## config.mk

```make
export PLATFORM = sky130hd
export DESIGN_NAME = spi_slave_responder
export DESIGN_NICKNAME = d
export VERILOG_FILES = /design/src/rtl/spi_slave_responder.sv
export SDC_FILE = /design/constraint.sdc
export NUM_CORES = 1
export LEC_CHECK = 0
export CORE_MARGIN = 2
export CORE_UTILIZATION = 36
export DETAILED_ROUTE_END_ITERATION = 10
export GPL_TIMING_DRIVEN = 0
export PLACE_DENSITY = 0.66
export REMOVE_ABC_BUFFERS = 1
export SLEW_MARGIN = 20
export SYNTH_ARGS = -nofsm -noshare
export SYNTH_HDL_FRONTEND = slang
export SYNTH_SLANG_ARGS = --single-unit
```

## constraint.sdc

```tcl
create_clock -name clk_i -period 5.18 [get_ports clk_i]
set_input_delay 1.036 -clock clk_i [delete_from_list [all_inputs] [get_ports clk_i]]
set_output_delay 1.036 -clock clk_i [all_outputs]
set_load 0.03 [all_outputs]
```

## src/rtl/spi_slave_responder.sv

```systemverilog
// SPI target: oversampled pins, MSB-first byte packing into a 32-bit word,
// and a preloaded 1-4 byte response shifted out on MISO.
module spi_slave_responder #(
    parameter int unsigned SYNC_STAGES = 2,
    parameter logic [7:0]  IDLE_FILL   = 8'hFF
) (
    input  logic        clk_i,
    input  logic        rstn_i,
    input  logic        spi_clk_i,
    input  logic        spi_cs_n_i,
    input  logic        spi_mosi_i,
    output logic        spi_miso_o,
    input  logic [31:0] tx_data_i,
    input  logic [2:0]  tx_bytes_valid_i,
    input  logic        tx_load_i,
    output logic        tx_ready_o,
    output logic [31:0] rx_data_o,
    output logic [2:0]  rx_bytes_valid_o,
    output logic        rx_byte_strobe_o,
    output logic        frame_done_o,
    output logic        overrun_o
);

    typedef enum logic {ST_IDLE, ST_ACTIVE} state_t;

    state_t state_q, state_d;

    logic [SYNC_STAGES-1:0] sclk_sync, cs_sync, mosi_sync;
    logic sclk_q, cs_q;
    logic sclk_s, cs_s, mosi_s;
    logic sclk_rise, sclk_fall, cs_rise, cs_fall;
    logic frame_start, frame_end;

    logic [31:0] shadow_data;
    logic [2:0]  shadow_cnt;
    logic [2:0]  tx_left;
    logic [7:0]  tx_sr;
    logic [7:0]  rx_sr;
    logic [2:0]  bit_cnt;
    logic        rise_seen;
    logic [7:0]  first_byte, next_byte;

    function automatic logic [7:0] pick_byte(input logic [31:0] d,
                                             input logic [2:0] n);
        case (n)
            3'd1:    return d[7:0];
            3'd2:    return d[15:8];
            3'd3:    return d[23:16];
            default: return d[31:24];
        endcase
    endfunction

    assign sclk_s = sclk_sync[SYNC_STAGES-1];
    assign cs_s   = cs_sync[SYNC_STAGES-1];
    assign mosi_s = mosi_sync[SYNC_STAGES-1];

    assign sclk_rise = sclk_s & ~sclk_q;
    assign sclk_fall = ~sclk_s & sclk_q;
    assign cs_rise   = cs_s & ~cs_q;
    assign cs_fall   = ~cs_s & cs_q;

    assign first_byte = (shadow_cnt == 3'd0) ? IDLE_FILL
                                             : pick_byte(shadow_data, shadow_cnt);
    assign next_byte  = (tx_left == 3'd0) ? IDLE_FILL
                                          : pick_byte(shadow_data, tx_left);

    // Pin synchronisers plus one extra flop for edge detection.
    always_ff @(posedge clk_i or negedge rstn_i) begin
        if (!rstn_i) begin
            sclk_sync <= '1;
            cs_sync   <= '1;
            mosi_sync <= '0;
            sclk_q    <= 1'b1;
            cs_q      <= 1'b1;
        end else begin
            sclk_sync <= {sclk_sync[SYNC_STAGES-2:0], spi_clk_i};
            cs_sync   <= {cs_sync[SYNC_STAGES-2:0], spi_cs_n_i};
            mosi_sync <= {mosi_sync[SYNC_STAGES-2:0], spi_mosi_i};
            sclk_q    <= sclk_s;
            cs_q      <= cs_s;
        end
    end

    // Frame state register.
    always_ff @(posedge clk_i or negedge rstn_i) begin
        if (!rstn_i) state_q <= ST_IDLE;
        else         state_q <= state_d;
    end

    // Frame sequencing: chip-select edges open and close a frame.
    always_comb begin
        state_d     = state_q;
        frame_start = 1'b0;
        frame_end   = 1'b0;
        tx_ready_o  = 1'b0;
        case (state_q)
            ST_IDLE: begin
                tx_ready_o = 1'b1;
                if (cs_fall) begin
                    state_d     = ST_ACTIVE;
                    frame_start = 1'b1;
                end
            end
            ST_ACTIVE: begin
                if (cs_rise) begin
                    state_d   = ST_IDLE;
                    frame_end = 1'b1;
                end
            end
            default: state_d = ST_IDLE;
        endcase
    end

    // Shift datapath, response shadow and receive word packing.
    always_ff @(posedge clk_i or negedge rstn_i) begin
        if (!rstn_i) begin
            spi_miso_o       <= 1'b1;
            rx_data_o        <= '0;
            rx_bytes_valid_o <= '0;
            rx_byte_strobe_o <= 1'b0;
            frame_done_o     <= 1'b0;
            overrun_o        <= 1'b0;
            shadow_data      <= '0;
            shadow_cnt       <= '0;
            tx_left          <= '0;
            tx_sr            <= '0;
            rx_sr            <= '0;
            bit_cnt          <= '0;
            rise_seen        <= 1'b0;
        end else begin
            rx_byte_strobe_o <= 1'b0;
            frame_done_o     <= 1'b0;
            if (frame_start) begin
                rx_data_o        <= '0;
                rx_bytes_valid_o <= '0;
                overrun_o        <= 1'b0;
                bit_cnt          <= '0;
                rise_seen        <= 1'b0;
                rx_sr            <= '0;
                tx_sr            <= first_byte;
                spi_miso_o       <= first_byte[7];
                tx_left          <= (shadow_cnt == 3'd0) ? 3'd0
                                                         : shadow_cnt - 3'd1;
            end else if (frame_end) begin
                frame_done_o <= 1'b1;
                shadow_cnt   <= '0;
                spi_miso_o   <= 1'b1;
                bit_cnt      <= '0;
                rise_seen    <= 1'b0;
            end else if (state_q == ST_ACTIVE) begin
                if (sclk_rise) begin
                    rx_sr     <= {rx_sr[6:0], mosi_s};
                    bit_cnt   <= bit_cnt + 3'd1;
                    rise_seen <= 1'b1;
                    if (bit_cnt == 3'd7) begin
                        rx_data_o        <= {rx_data_o[23:0], rx_sr[6:0], mosi_s};
                        rx_byte_strobe_o <= 1'b1;
                        if (rx_bytes_valid_o == 3'd4) overrun_o <= 1'b1;
                        else rx_bytes_valid_o <= rx_bytes_valid_o + 3'd1;
                        tx_sr <= next_byte;
                        if (tx_left != 3'd0) tx_left <= tx_left - 3'd1;
                    end
                end else if (sclk_fall && rise_seen) begin
                    spi_miso_o <= tx_sr[~bit_cnt];
                    rise_seen  <= 1'b0;
                end
            end else if (tx_load_i) begin
                shadow_data <= tx_data_i;
                shadow_cnt  <= (tx_bytes_valid_i > 3'd4) ? 3'd4 : tx_bytes_valid_i;
            end
        end
    end

endmodule

```

==> flow_summary.yaml, run 1 <==
run_status:
  status: "complete, no violations"
synthesis:
  ys_top_cells_by_count: "dfrtp_1, nand2_1, a21oi_1"
  ys_seq_area_share_pct: 52.9
  yosysMostFrequentCell: "dfrtp_1"
  synth-edff-count: 0
  syn_inst: 468
  yosys_warnings: 0
  synthTopCellsByArea: "dfrtp_1, mux2_2, nand2_1"
  synth_ff_type: "dfrtp_1"
  synthDominantAreaCellType: "dfrtp_1"
  ys_types: 47
  async_flop_share_pct: 100
  syn_avg_cell_area_sq_um: 10.6
  ys_ff_latch: 105
  synth_area_sq_mm: 0.00498
  netlist.area_leader.share_pct: 49.2
place:
  dp_hpwl_um: 7440
  gp_congestion: 0.791
  numPortBuffers: 80
  placed_cells: 692
clock_tree:
  cts_tree: "yes"
  cts_buffers: 9
  htree_levels: 3
  path_clk_slew_ns: 0.07
  postCtsSetupBuffers: 0
  clk_latency_ns: 0.34
  cts_sinks: 105
  clockRootBuffer: "clkbuf_16"
  clockBufferDepth: 2
  holdBufCountCts: 0
  postCtsResizedCells: 0
grt:
  grt_pass1_vias: 3684
  grt_start_max_net_pins: 71
  grt_util_all_layers_pct: 15.5
  overflow: 0
  antenna_found_initial: 0
  grt_first_pass_wirelength_um: 18400
timing:
  finalMaxSlewViolations: 0
  relSlewSlack_pct: 37.0
  setup_viol: 0
  fin_crit_ns: 3.32
  skew_ns: 0.0110
  worst_pin_slew_ns: 0.943
  final-hold-violation-count: 0
  rsz0062_at_grt: "no"
  max_freq_mhz: 301
  timing.final.crit_share_pct: 64.2
  whs_ns: 0.358
setup_path:
  cp_max_fo: 49
  crit_start: "sclk_sync[1]"
  worstSetupEndpointType: "flip-flop"
  reg2reg_from: "sclk_sync[1]"
  path_class: "reg2reg"
  crit_required_ns: 5.41
  cp.arrival_ns: 3.55
  cp-start-kind: "flip-flop"
floorplan:
  initial_utilization_pct: 37.2
  die_x_um: 122
  core-area_sq_mm: 0.0134
  die_height_um: 122
  die-area_sq_mm: 0.0148
  pin_count: 81
  rows: 42
detailed_routing:
  dr_wl_met3_um: 499
  dr_wl_met2_um: 5490
  drc_errors: 0
  route.vias.total: 3742
  wirelength_um: 11000
  postRouteAntennaNets: 0
  routedWlPerCell_um: 15.6
  detail_route.iter0.violations: 276
  met1_length_um: 4950
  drt_first_pass_iters: 5
  topRoutingLayerUsed: "met4"
  avgViaCountPerCell: 5.29
cells_and_area:
  finalNonFillerCells: 708
  nFillCells: 1257
  drive_gt1_share_pct: 14.3
  multi_input_area_sq_mm: 0.00207
  final_util_pct: 45.7
  num_antenna_cells: 0
  regArea_sq_mm: 0.00264
  syn_to_final_growth_pct: 23.1
  fin_nets: 577
run:
  cap_viol_max_count: 0
power:
  leakagePower_uw: 0.00260
  vdd_drop_max_v: 0.000195
  power_density_mw_per_mm2: 357
min_path:
  hold_start: "cs_sync[0]"
  min_path_type: "reg2reg"
[layout make-up]
class / count / area share (%)
Clock buffer: 11 / 4.12
Clock inverter: 5 / 0.735
Inverter: 12 / 0.735
Multi-Input combinational cell: 317 / 33.8
Sequential cell: 105 / 43.0
Tap cell: 176 / 3.59
Timing Repair Buffer: 82 / 14.0
[power breakdown]
part / switching, uW / total [uW] / leakage, uW / internal, uW
clock: 309 / 668 / 0.000144 / 359
combinational: 225 / 450 / 0.00113 / 226
sequential: 125 / 1070 / 0.00133 / 945
[critical path, cell delays in order, from the launching register on]
cell,delay (ns)
dfstp_2,0.57
nor2b_1,0.76
nand3_4,0.63
inv_2,0.74
nand2_1,0.11
a311o_1,0.36
[layout by cell type, fill, tap and decap left out, types with 3 or more instances in the layout]
cell	n
a21oi_1	42
nor3b_1	7
o211ai_1	9
a22oi_1	9
clkdlybuf4s50_1	79
ha_1	9
nor2_1	10
dfstp_2	7
inv_2	3
mux2_2	31
nand2b_1	3
clkbuf_16	9
nand3_1	34
nor3_1	6
o21ai_0	23
mux2i_1	12
inv_1	9
dfrtp_1	98
nand2_1	74
and2_1	5
a211oi_1	11
[logic make-up after synthesis]
logic type	count (synthesis)	synth area share [%]
buffers and inverters	46	5.58
xor gates and xnor gates	2	0.352
muxes	47	10.9
DFF	105	52.9
adders and majority gates	9	2.26
and+or+nand+nor	156	15.2
AOI/OAI and AO/OA	103	12.8
[worst paths after layout]
path | slack, ns | to | cells after the start
min in group asynchronous | 0.58 | rx_data_o[11] | 1
worst min register to register | 0.36 | cs_sync[1] | 0
max in group asynchronous | 3.91 | spi_miso_o | 2
worst max-delay path | 1.86 | tx_left[2] | 5
worst min-delay path | 0.36 | cs_sync[1] | 0
worst max register to register | 1.86 | tx_left[2] | 5
[flip-flops by register name, indices dropped and copies added, names as in the netlist, 3 cells and up]
register,cells
bit_cnt,3
rx_bytes_valid_o,3
rx_data_o,32
rx_sr,7
shadow_cnt,3
shadow_data,32
tx_left,3
tx_sr,8
[layer usage]
metal / track usage (%) / vias to the layer above
li1: - / 1759
met1: 20.4 / 1862
met2: 26.1 / 108
met3: 3.32 / 13
met4: 3.95 / 0
met5: 0 / -
[through the flow]
stage	area [sq um]	setup WS, ns	setup TNS [ns]	total power, uW
after floorplan	4750	2.59	0	1360
after global placement	5770	-0.792	-76.95	1500
after detailed placement	5830	1.89	0	1540
after CTS	6130	1.86	0	2210
after global routing	6130	1.60	0	2320
final	6130	1.86	0	2190
No activity file was read; power rests on OpenSTA's default activity.
==> run 2: changes to the inputs <==
==> constraint.sdc (replaced) <==
create_clock -name clk_i -period 3.44 [get_ports clk_i]
set_input_delay 0.688 -clock clk_i [delete_from_list [all_inputs] [get_ports clk_i]]
set_output_delay 0.688 -clock clk_i [all_outputs]
set_load 0.03 [all_outputs]
==> run 2 against run 1 <==
  * Sequential power increased by 50%
  * Critical path depth unchanged
  * Critical path type unchanged
  * Via count is 0.83% lower
  * Die area stayed put
  * Total power is 51% higher
  * Global-route usage did not move
  * Clock power grew 51%
  * Clock skew about the same
==> flow_summary.yaml, run 2 (same netlist as run 1, synthesis figures left out) <==
detailed_routing:
  drt_first_pass_iters: 5
  detail_route.iter0.violations: 282
  wirelength_um: 11000
  postRouteAntennaNets: 0
  routedWlPerCell_um: 15.6
  drc_errors: 0
  avgViaCountPerCell: 5.24
  route.vias.total: 3711
floorplan:
  initial_utilization_pct: 37.2
  core-area_sq_mm: 0.0134
  die_x_um: 122
  rows: 42
  pin_count: 81
  die-area_sq_mm: 0.0148
  die_height_um: 122
grt:
  grt_start_max_net_pins: 71
  grt_util_all_layers_pct: 15.5
  overflow: 0
  grt_pass1_vias: 3684
  antenna_found_initial: 0
  grt_first_pass_wirelength_um: 18400
timing:
  relSlewSlack_pct: 46.4
  fin_crit_ns: 2.88
  skew_ns: 0.0112
  finalMaxSlewViolations: 0
  setup_viol: 0
  final-hold-violation-count: 0
  max_freq_mhz: 347
  whs_ns: 0.232
  worst_pin_slew_ns: 0.802
  fin_ws_ns: 0.559
  timing.final.crit_share_pct: 83.7
  rsz0062_at_grt: "no"
place:
  placed_cells: 692
  numPortBuffers: 80
  dp_hpwl_um: 7440
  gp_congestion: 0.791
  place_worst_setup_slack_ns: 0.148
setup_path:
  cp.arrival_ns: 3.11
  cp_slowest_cell: "clkinv_2"
  crit_required_ns: 3.67
  path_cells: "nand2b_1, nand3_4, clkinv_2, nand2_1, a311o_1"
  worstSetupEndpointType: "flip-flop"
  max_stage_delay_ns: 0.62
  cp_max_fo: 49
  path_class: "reg2reg"
  cp-start-kind: "flip-flop"
clock_tree:
  postCtsSetupBuffers: 0
  clockRootBuffer: "clkbuf_16"
  cts_sinks: 105
  path_clk_slew_ns: 0.07
  cts_buffers: 9
  cts_tree: "yes"
  htree_levels: 3
  clk_latency_ns: 0.34
  clockBufferDepth: 2
cells_and_area:
  final_cell_mix: "dfrtp_1, clkdlybuf4s50_1, nand2_1"
  fin_nets: 577
  num_antenna_cells: 0
  top_regs: "rx_data_o (32), shadow_data (32), tx_sr (8)"
  final_util_pct: 45.8
  finalNonFillerCells: 708
  syn_to_final_growth_pct: 23.1
  drive_gt1_share_pct: 14.5
  final_common_cell: "dfrtp_1"
min_path:
  min_path_type: "in2async"
run_status:
  status: "complete, no violations"
power:
  vdd_drop_max_v: 0.000293
  power_density_mw_per_mm2: 538
  leakagePower_uw: 0.00260
  p_total_uw: 3300
run:
  cap_viol_max_count: 0
run 2: cell types whose count changed in the layout (fill, tap and decap cells not counted), sizes merged:
cell	before	now
clkinv	2	3
inv	14	13
run 2: worst paths after layout:
kind	depth (start not counted)	endpoint	slack [ns]	startpoint
setup reg to reg	5	tx_left[2]	0.56	cs_q
setup / recovery	5	tx_left[2]	0.56	cs_q
min in group clk_i	0	cs_sync[1]	0.36	cs_sync[0]
max in group asynchronous	2	spi_miso_o	2.52	rstn_i
hold reg to reg	0	cs_sync[1]	0.36	cs_sync[0]
hold / removal	1	rx_data_o[11]	0.23	rstn_i
run 2: cell type report:
cell class                 instances  area [sq um]
sequential                       105          2640
multi-input combinational        317          2070
timing repair buffer              82           857
inverter                          12          46.3
clock inverter                     5          45.0
tap                              176           220
fill                            1255          7270
clock buffer                      11           253
run 2: timing repair:
action / 4_1_cts / 5_1_grt
resized for setup: 0 / 2
setup endpoints to repair: 0 / 4
hold buffers: 0 / 0
run 2: stage by stage:
| step | area, sq um | TNS [ns] |
|---|---|---|
| 3_5_place_dp | 5830 | 0 |
| 6_report | 6130 | 0 |
| 2_1_floorplan | 4750 | 0 |
| 5_1_grt | 6130 | 0 |
| 4_1_cts | 6130 | 0 |
| 3_3_place_gp | 5770 | -219.89 |
run 2: critical path: cells and delay by family (launching register included):
kind	cells	cell delay, ns
and+or+nand+nor	3	1.17
buffers and inverters	1	0.62
DFF	1	0.57
AOI/OAI and AO/OA	1	0.36
run 2: where the power goes:
part           switching (uW)  internal [uW]  leakage, uW
combinational             337            340      0.00113
sequential                188           1420      0.00133
clock                     468            541     0.000144
run 2: routing by layer:
metal / share of wire, % / track usage (%)
met3: 4.6 / 3.32
met4: 0.93 / 3.95
met5: 0 / 0
met2: 50 / 26.1
met1: 44 / 20.4
